==> src/rtl/isochronous_src_stage.sv <==
// Source-side FIFO feeding the isochronous 4-phase handshake. Head data and valid stay
// stable under backpressure; every accepted transfer is captured in xfer_data_o/xfer_count_o.
module isochronous_src_stage #(
  parameter int unsigned DataWidth = 32,
  parameter int unsigned Depth = 2,
  parameter int unsigned CntWidth = 8,
  localparam int unsigned UsageWidth = $clog2(Depth + 1),
  localparam int unsigned PtrWidth = (Depth > 1) ? $clog2(Depth) : 1
) (
  input  logic                  clk_i,
  input  logic                  rst_i,
  input  logic                  in_valid_i,
  output logic                  in_ready_o,
  input  logic [DataWidth-1:0]  in_data_i,
  output logic                  out_valid_o,
  input  logic                  out_ready_i,
  output logic [DataWidth-1:0]  out_data_o,
  output logic [DataWidth-1:0]  xfer_data_o,
  output logic [CntWidth-1:0]   xfer_count_o,
  output logic [UsageWidth-1:0] usage_o
);

  if (Depth < 1) begin : gen_depth_check
    $error("isochronous_src_stage: Depth must be >= 1");
  end

  logic [DataWidth-1:0]  mem_q [Depth];
  logic [PtrWidth-1:0]   rptr_q, rptr_d;
  logic [PtrWidth-1:0]   wptr_q, wptr_d;
  logic [UsageWidth-1:0] count_q, count_d;
  logic [DataWidth-1:0]  xfer_data_q;
  logic [CntWidth-1:0]   xfer_cnt_q;
  logic                  push, pop;

  // Ready depends only on occupancy, never on out_ready_i.
  assign in_ready_o   = (count_q < UsageWidth'(Depth));
  assign out_valid_o  = (count_q != '0);
  assign out_data_o   = mem_q[rptr_q];
  assign usage_o      = count_q;
  assign xfer_data_o  = xfer_data_q;
  assign xfer_count_o = xfer_cnt_q;

  assign push = in_valid_i && in_ready_o;
  assign pop  = out_valid_o && out_ready_i;

  function automatic logic [PtrWidth-1:0] ptr_inc(input logic [PtrWidth-1:0] p);
    return (p == PtrWidth'(Depth - 1)) ? '0 : p + PtrWidth'(1);
  endfunction

  always_comb begin
    rptr_d  = pop  ? ptr_inc(rptr_q) : rptr_q;
    wptr_d  = push ? ptr_inc(wptr_q) : wptr_q;
    count_d = count_q;
    case ({push, pop})
      2'b10:   count_d = count_q + UsageWidth'(1);
      2'b01:   count_d = count_q - UsageWidth'(1);
      default: count_d = count_q;
    endcase
  end

  always_ff @(posedge clk_i) begin
    if (rst_i) begin
      count_q     <= '0;
      rptr_q      <= '0;
      wptr_q      <= '0;
      xfer_data_q <= '0;
      xfer_cnt_q  <= '0;
    end else begin
      count_q <= count_d;
      rptr_q  <= rptr_d;
      wptr_q  <= wptr_d;
      if (pop) begin
        xfer_data_q <= mem_q[rptr_q];
        xfer_cnt_q  <= xfer_cnt_q + CntWidth'(1);
      end
    end
  end

  // Storage has no reset; while not full wptr never aliases an occupied head entry.
  always_ff @(posedge clk_i) begin
    if (push && !rst_i) begin
      mem_q[wptr_q] <= in_data_i;
    end
  end

endmodule
==> config.mk <==
export PLATFORM = sky130hd
export DESIGN_NAME = isochronous_src_stage
export DESIGN_NICKNAME = d
export VERILOG_FILES = /design/src/rtl/isochronous_src_stage.sv
export SDC_FILE = /design/constraint.sdc
export NUM_CORES = 1
export LEC_CHECK = 0
export ABC_AREA = 0
export CORE_ASPECT_RATIO = 0.8
export CORE_MARGIN = 2
export CORE_UTILIZATION = 53
export CTS_BUF_LIST = sky130_fd_sc_hd__clkbuf_8
export DETAILED_ROUTE_END_ITERATION = 10
export GPL_TIMING_DRIVEN = 1
export HOLD_SLACK_MARGIN = 0.15
export PLACE_DENSITY_LB_ADDON = 0.08
export SYNTH_ARGS = -nofsm -noshare
export SYNTH_HDL_FRONTEND = slang
export SYNTH_SLANG_ARGS = --single-unit
==> constraint.sdc <==
create_clock -name clk_i -period 10.1 [get_ports clk_i]
set_input_delay 2.02 -clock clk_i [delete_from_list [all_inputs] [get_ports clk_i]]
set_output_delay 2.02 -clock clk_i [all_outputs]
set_load 0.1 [all_outputs]
==> results of run 1 <==
metrics by stage:
stage          utilization, %  cells  hold WS, ns
2_1_floorplan               -    302       0.4813
3_3_place_gp            69.88    489       0.4730
3_5_place_dp            69.88    489       0.4864
4_1_cts                 72.23    505       0.5002
5_1_grt                 72.23    505       0.5291
6_report                72.23    505       0.4978
synth_stat cells:
master | number | area [sq um]
mux2_1 | 8 | 90.09
xor2_1 | 3 | 26.28
a21oi_1 | 5 | 25.02
nor3_1 | 33 | 165.2
o211ai_1 | 1 | 7.510
nand2_1 | 3 | 11.26
buf_2 | 6 | 30.03
nand3_1 | 1 | 5.000
nand2b_1 | 2 | 12.51
mux2_2 | 25 | 281.5
nand4_1 | 3 | 18.77
or4_1 | 3 | 22.52
o31ai_1 | 2 | 15.01
buf_6 | 2 | 22.52
clkbuf_2 | 1 | 5.000
clkbuf_1 | 2 | 7.510
o21ai_2 | 1 | 8.760
nor2_1 | 72 | 270.3
nor3b_1 | 1 | 7.510
ha_1 | 2 | 25.02
clkbuf_8 | 2 | 27.53
edfxtp_1 | 64 | 1922
or2_2 | 1 | 6.260
o21ai_0 | 3 | 15.01
nor2b_1 | 1 | 6.260
xnor2_1 | 3 | 26.28
inv_1 | 1 | 3.750
buf_4 | 3 | 22.52
or3_1 | 2 | 12.51
inv_2 | 1 | 3.750
dfxtp_1 | 45 | 900.9
sequential cells by signal (all words and copies together) (netlist names), named ones only:
| register | count |
|---|---|
| mem_q | 64 |
| rptr_q | 1 |
| usage_o | 2 |
| wptr_q | 1 |
| xfer_count_o | 8 |
| xfer_data_o | 32 |
how the worst min path moves through the flow:
stage	slack [ns]	depth (start not counted)	start	end
after floorplan	0.48	2	rptr_q	register
after global placement	0.47	2	xfer_count_o[7]	xfer_count_o[7]
after detailed placement	0.49	2	xfer_data_o[21]	xfer_data_o[21]
after CTS	0.50	2	xfer_data_o[21]	xfer_data_o[21]
after global routing	0.53	2	xfer_data_o[19]	xfer_data_o[19]
final	0.50	2	xfer_data_o[21]	xfer_data_o[21]
layer usage:
metal,up-vias,track usage [%]
met5,-,0
met4,0,6.892
met3,10,7.234
met2,80,32.05
met1,1263,25.28
li1,1274,-
kinds of logic (layout without fill, tap and decap cells):
family	Yosys count	count (layout)	synth area share, %
and+or+nand+nor	122	122	13.44
adders and majority gates	2	2	0.6249
muxes	33	33	9.281
AOI/OAI and AO/OA	12	12	1.781
xor gates and xnor gates	6	6	1.313
buffers and inverters	18	131	3.062
DFF	109	109	70.50
final cells by class:
type	instances	area share (%)
timing repair buffer	113	21.10
clock inverter	7	0.9183
multi-input combinational	175	20.25
sequential	109	53.14
clock buffer	9	2.331
inverter	2	0.1413
tap	90	2.119
worst max-delay path, delay by kind of cell, from the launching register on:
family	cells	cell delay [ns]
buffers and inverters	1	1.14
flip-flops	1	0.89
multiplexers	1	0.33
==> impl_metrics.py, run 1 <==
metrics = {
    "run_status": {
        "outcome": "complete, no violations",
    },
    "clocking": {
        "cts_tree": "yes",
        "clock_sinks": 109,
        "cts_resized": 0,
        "clkTransAtPathRegs_ns": 0.09,
        "cts_buffers": 9,
        "post_cts_buffers": 0,
        "hold_buffers": 0,
        "clkLatencyLatePin_ns": 0.37,
        "htree_levels": 3,
        "root_buffer": "clkbuf_8",
        "clockBufferDepth": 2,
    },
    "drt": {
        "final_antenna_net_count": 0,
        "finalWirelength_mm": 7.959,
        "drt_iter0_drc": 113,
        "wl_per_cell_microns": 15.76,
        "top_layer": "met4",
        "drc": 0,
        "vias_per_cell": 5.202,
        "wl_met2_mm": 3.819,
        "wl_met1_mm": 3.512,
        "vias": 2627,
        "met3_length_microns": 514,
        "drtPass1Iterations": 4,
    },
    "setup_path": {
        "reg2reg_slack_ns": 7.18,
        "cp.required_ns": 8.08,
        "critPathLaunchType": "register",
        "worstReg2RegStart": "usage_o[1]",
        "path_cells": "mux2_2, clkdlybuf4s50_1",
        "crit_path_end_kind": "output pin",
        "arrival_ns": 2.73,
        "endpoint": "out_data_o[21]",
        "max_stage_delay_ns": 1.14,
        "cp_max_fo": 32,
        "slowest_stage": "clkdlybuf4s50_1",
        "timing.rr.end": "usage_o[1]",
        "ff2ff_path_depth": 5,
        "critPathKind": "reg -> out",
    },
    "timing": {
        "max_freq_mhz": 210.4,
        "fin_tns_setup_ns": 0,
        "final_hold_viol_count": 0,
        "drv_slew": 0,
        "worst_slack_ns": 5.347,
        "period_needed_ns": 4.753,
        "rsz0062_at_grt": "false",
        "setup_viol_count_final": 0,
        "skew_ns": 0.009190,
        "relSlewSlack_pct": 29.63,
        "period_share_pct": 47.06,
        "tightest_slew_ns": 1.052,
    },
    "min_path": {
        "hold_class": "reg -> reg",
    },
    "global_routing": {
        "grt_pass1_wl_mm": 12.26,
        "grt_max_degree": 50,
        "grt_pass1_vias": 2583,
        "track_usage_pct": 19.96,
        "overflow": 0,
        "antenna_found_initial": 0,
    },
    "finish": {
        "area.sequential_sq_um": 2824,
        "diodes": 0,
        "stdcell_area_sq_um": 5314,
        "drive_above_1_share_pct": 11.81,
        "multi_input_area_sq_um": 1076,
        "fin_nets": 448,
        "final_common_cell": "clkdlybuf4s50_1",
        "area_growth_pct": 32.72,
        "num-fill-cells": 542,
        "final_cell_mix": "110 x clkdlybuf4s50_1, 72 x nor2_1, 64 x edfxtp_1",
    },
    "floorplanning": {
        "io_pins": 112,
        "die_area_sq_um": 8270,
        "placementRows": 28,
        "core-area_sq_um": 7357,
        "start_util_pct": 54.42,
        "die_width_microns": 101.2,
        "dieHeight_microns": 81.74,
    },
    "logic_synthesis": {
        "syn_nets": 340,
        "ys_seq_elements": 109,
        "syn_area_sq_um": 4004,
        "yosysWarnings": 0,
        "synthCells": 302,
        "synth-seq-area-share_pct": 70.50,
        "synth.avg_cell_area_sq_um": 13.26,
        "yosysUniqueCellTypes": 31,
    },
    "place": {
        "port_buffers": 111,
        "hpwl_mm": 5.122,
        "place_ws_ns": 5.560,
        "place_area_sq_um": 5141,
        "gp_congestion": 0.7286,
    },
    "flow_run": {
        "cap_violations": 0,
    },
}
Power of run 1 is not shown: default switching activity piles up to over one toggle a cycle in this logic, so the estimate is an artifact.
==> inputs of run 2 (changes only) <==
--- a/config.mk
+++ b/config.mk
@@ -8,7 +8,7 @@
 export ABC_AREA = 0
 export CORE_ASPECT_RATIO = 0.8
 export CORE_MARGIN = 2
-export CORE_UTILIZATION = 53
+export CORE_UTILIZATION = 44
 export CTS_BUF_LIST = sky130_fd_sc_hd__clkbuf_8
 export DETAILED_ROUTE_END_ITERATION = 10
 export GPL_TIMING_DRIVEN = 1
==> constraint.sdc (replaced) <==
create_clock -name clk_i -period 4.2 [get_ports clk_i]
set_input_delay 0.84 -clock clk_i [delete_from_list [all_inputs] [get_ports clk_i]]
set_output_delay 0.84 -clock clk_i [all_outputs]
set_load 0.1 [all_outputs]
==> impl_metrics.py, run 2 (synthesized netlist as in run 1, its figures left out) <==
metrics = {
    "run_status": {
        "outcome": "complete, no violations",
    },
    "finish": {
        "largest_register_ffs": 64,
        "diodes": 0,
        "final_cell_mix": "78 x clkdlybuf4s50_1, 72 x nor2_1, 64 x edfxtp_1",
        "drive_above_1_share_pct": 20.10,
        "largest-register": "mem_q",
        "area_growth_pct": 32.72,
        "final_common_cell": "clkdlybuf4s50_1",
        "fin_cells": 533,
        "fin_nets": 451,
    },
    "floorplanning": {
        "core-area_sq_um": 8960,
        "die_area_sq_um": 9883,
        "dieHeight_microns": 89.32,
        "die_width_microns": 110.7,
        "start_util_pct": 44.69,
        "placementRows": 31,
        "io_pins": 112,
    },
    "timing": {
        "rsz0062_at_grt": "false",
        "period_needed_ns": 2.991,
        "skew_ns": 0.01118,
        "fin_tns_setup_ns": 0,
        "setup_viol_count_final": 0,
        "period_share_pct": 71.21,
        "tightest_slew_ns": 1.053,
        "max_freq_mhz": 334.4,
        "final_hold_viol_count": 0,
        "drv_slew": 0,
        "relSlewSlack_pct": 29.51,
        "holdWs_ns": 0.4993,
    },
    "setup_path": {
        "critPathKind": "reg -> out",
        "critPathLaunchType": "register",
        "crit_path_end_kind": "output pin",
        "arrival_ns": 2.15,
        "cp.required_ns": 3.36,
        "cp_max_fo": 6,
    },
    "drt": {
        "wl_per_cell_microns": 15.19,
        "drt_iter0_drc": 95,
        "vias": 2617,
        "drc": 0,
        "vias_per_cell": 4.910,
        "drtPass1Iterations": 4,
        "finalWirelength_mm": 8.095,
        "final_antenna_net_count": 0,
    },
    "clocking": {
        "clock_sinks": 109,
        "root_buffer": "clkbuf_8",
        "hold_buffers": 0,
        "cts_tree": "yes",
        "clkLatencyLatePin_ns": 0.37,
        "clkTransAtPathRegs_ns": 0.10,
        "clockBufferDepth": 2,
        "post_cts_buffers": 0,
        "cts_resized": 0,
        "cts_buffers": 9,
        "htree_levels": 3,
    },
    "global_routing": {
        "overflow": 0,
        "grt_pass1_wl_mm": 12.61,
        "track_usage_pct": 16.91,
        "grt_max_degree": 50,
        "grt_pass1_vias": 2498,
        "antenna_found_initial": 0,
    },
    "min_path": {
        "hold_class": "reg -> reg",
    },
    "place": {
        "placed_cells": 517,
        "port_buffers": 111,
        "gp_congestion": 0.6949,
        "hpwl_mm": 5.207,
    },
    "flow_run": {
        "cap_violations": 0,
    },
}
[run 2: layer usage]
metal | global-route usage (%) | part of all wire, % | vias up
met4 | 6.591 | 1.6 | 0
li1 | - | - | 1285
met1 | 21.67 | 47 | 1245
met5 | 0 | 0 | -
met3 | 6.508 | 6.2 | 11
met2 | 26.49 | 45 | 76
[run 2: stage by stage]
stage	util (%)	area, sq um	setup WS, ns
5_1_grt	59.31	5314	1.124
4_1_cts	59.31	5314	1.187
3_3_place_gp	57.09	5115	1.489
3_5_place_dp	57.09	5115	1.396
2_1_floorplan	-	4004	0.2709
6_report	59.31	5314	1.209
[run 2: cell type report]
| class | instances | area [sq um] |
|---|---|---|
| repair buffers | 116 | 1064 |
| clock inverters | 7 | 75.07 |
| fillers | 748 | 3646 |
| clock buffers | 9 | 123.9 |
| flip-flops and latches | 109 | 2824 |
| well taps | 115 | 143.9 |
| multi-input cells | 175 | 1076 |
| inverters | 2 | 7.507 |
[run 2: critical path, stage by stage (launching register included)]
cell and delay, ns:
dfxtp_1 0.50, or2_2 0.16, clkdlybuf4s50_1 1.12
[run 2: path summary, 6_finish.rpt]
kind	start	end	slack [ns]	cells past startpoint
max	usage_o[0]	out_valid_o	1.21	2
min reg2reg	xfer_data_o[18]	xfer_data_o[18]	0.50	2
max reg2reg	usage_o[1]	usage_o[1]	1.94	5
min	xfer_data_o[18]	xfer_data_o[18]	0.50	2
Power of run 2 is left out for the same reason.
==> inputs of run 3 (changes only) <==
--- a/config.mk
+++ b/config.mk
@@ -8,7 +8,7 @@
 export ABC_AREA = 0
 export CORE_ASPECT_RATIO = 0.8
 export CORE_MARGIN = 2
-export CORE_UTILIZATION = 44
+export CORE_UTILIZATION = 49
 export CTS_BUF_LIST = sky130_fd_sc_hd__clkbuf_8
 export DETAILED_ROUTE_END_ITERATION = 10
 export GPL_TIMING_DRIVEN = 1
==> constraint.sdc (replaced) <==
create_clock -name clk_i -period 3.05 [get_ports clk_i]
set_input_delay 0.61 -clock clk_i [delete_from_list [all_inputs] [get_ports clk_i]]
set_output_delay 0.61 -clock clk_i [all_outputs]
set_load 0.1 [all_outputs]
==> impl_metrics.py, run 3 (synthesized netlist as in run 1, its figures left out) <==
metrics = {
    "finish": {
        "final_cell_mix": "81 x buf_4, 72 x nor2_1, 64 x edfxtp_1",
        "diodes": 0,
        "final_common_cell": "buf_4",
        "largest_register_ffs": 64,
        "area_growth_pct": 30.16,
        "area.sequential_sq_um": 2824,
        "drive_above_1_share_pct": 30.38,
        "largest-register": "mem_q",
        "fin_nets": 451,
        "multi_input_area_sq_um": 1089,
        "num-fill-cells": 601,
    },
    "timing": {
        "max_freq_mhz": 394.3,
        "fin_tns_setup_ns": 0,
        "final_hold_viol_count": 0,
        "relSlewSlack_pct": 44.29,
        "skew_ns": 0.01287,
        "period_share_pct": 83.16,
        "rsz0062_at_grt": "false",
        "setup_viol_count_final": 0,
        "drv_slew": 0,
        "tightest_slew_ns": 0.8357,
        "period_needed_ns": 2.536,
    },
    "clocking": {
        "cts_resized": 0,
        "clkTransAtPathRegs_ns": 0.09,
        "htree_levels": 3,
        "cts_tree": "yes",
        "clock_sinks": 109,
        "root_buffer": "clkbuf_8",
        "post_cts_buffers": 0,
        "clockBufferDepth": 2,
        "clkLatencyLatePin_ns": 0.36,
        "cts_buffers": 9,
        "hold_buffers": 0,
    },
    "global_routing": {
        "track_usage_pct": 18.50,
        "antenna_found_initial": 0,
        "grt_pass1_vias": 2604,
        "grt_pass1_wl_mm": 12.78,
        "overflow": 0,
        "grt_max_degree": 33,
    },
    "setup_path": {
        "cp_max_fo": 32,
        "crit_path_end_kind": "output pin",
        "critPathLaunchType": "register",
        "worstReg2RegStart": "usage_o[1]",
        "critPathKind": "reg -> out",
        "arrival_ns": 1.93,
        "cp.required_ns": 2.44,
    },
    "drt": {
        "vias": 2673,
        "wl_per_cell_microns": 15.35,
        "finalWirelength_mm": 8.075,
        "top_layer": "met4",
        "met3_length_microns": 510,
        "drc": 0,
        "wl_met2_mm": 3.743,
        "vias_per_cell": 5.082,
        "drt_iter0_drc": 105,
        "final_antenna_net_count": 0,
        "wl_met1_mm": 3.779,
        "drtPass1Iterations": 4,
    },
    "floorplanning": {
        "io_pins": 112,
        "die_area_sq_um": 8915,
        "dieHeight_microns": 84.85,
        "start_util_pct": 50.39,
        "placementRows": 29,
        "core-area_sq_um": 7946,
        "die_width_microns": 105.1,
    },
    "run_status": {
        "outcome": "complete, no violations",
    },
    "min_path": {
        "hold_class": "reg -> reg",
        "hold_start": "xfer_count_o[7]",
    },
    "place": {
        "port_buffers": 111,
        "hpwl_mm": 5.274,
        "gp_congestion": 0.7689,
    },
    "flow_run": {
        "cap_violations": 0,
    },
}
run 3: final cells by class:
class / instances / share of cell area, %
multi-input combinational: 175 / 20.89
clock inverter: 5 / 0.9844
inverter: 2 / 0.1441
timing repair buffer: 116 / 18.30
clock buffer: 11 / 2.905
tap: 108 / 2.593
sequential: 109 / 54.19
run 3: routing by layer:
metal,up-vias,global-route usage [%]
li1,1291,-
met1,1289,24.74
met2,88,29.46
met3,5,6.298
met4,0,4.606
met5,-,0
run 3: final timing paths:
| path | slack (ns) | to | cells past startpoint |
|---|---|---|---|
| worst max-delay path | 0.51 | out_data_o[26] | 2 |
| worst min-delay path | 0.49 | xfer_count_o[7] | 2 |
| worst max register to register | 0.85 | usage_o[1] | 5 |
| worst min register to register | 0.49 | xfer_count_o[7] | 2 |
run 3: through the flow:
step / std cells / instance area, sq um / hold WS, ns / util (%) / setup WS, ns
finish: 526 / 5211 / 0.4872 / 65.58 / 0.5137
global route: 526 / 5211 / 0.5210 / 65.58 / 0.3815
CTS: 526 / 5211 / 0.4916 / 65.58 / 0.4578
detailed placement: 510 / 5009 / 0.4779 / 63.03 / 0.4766
global placement: 510 / 5009 / 0.4728 / 63.03 / 0.5493
floorplan: 302 / 4014 / 0.4813 / - / 0.2401
run 3: critical path: stages (launching register included):
cell and delay (ns):
dfxtp_2 0.88, mux2_2 0.44, buf_4 0.24
Power of run 3 is left out for the same reason.
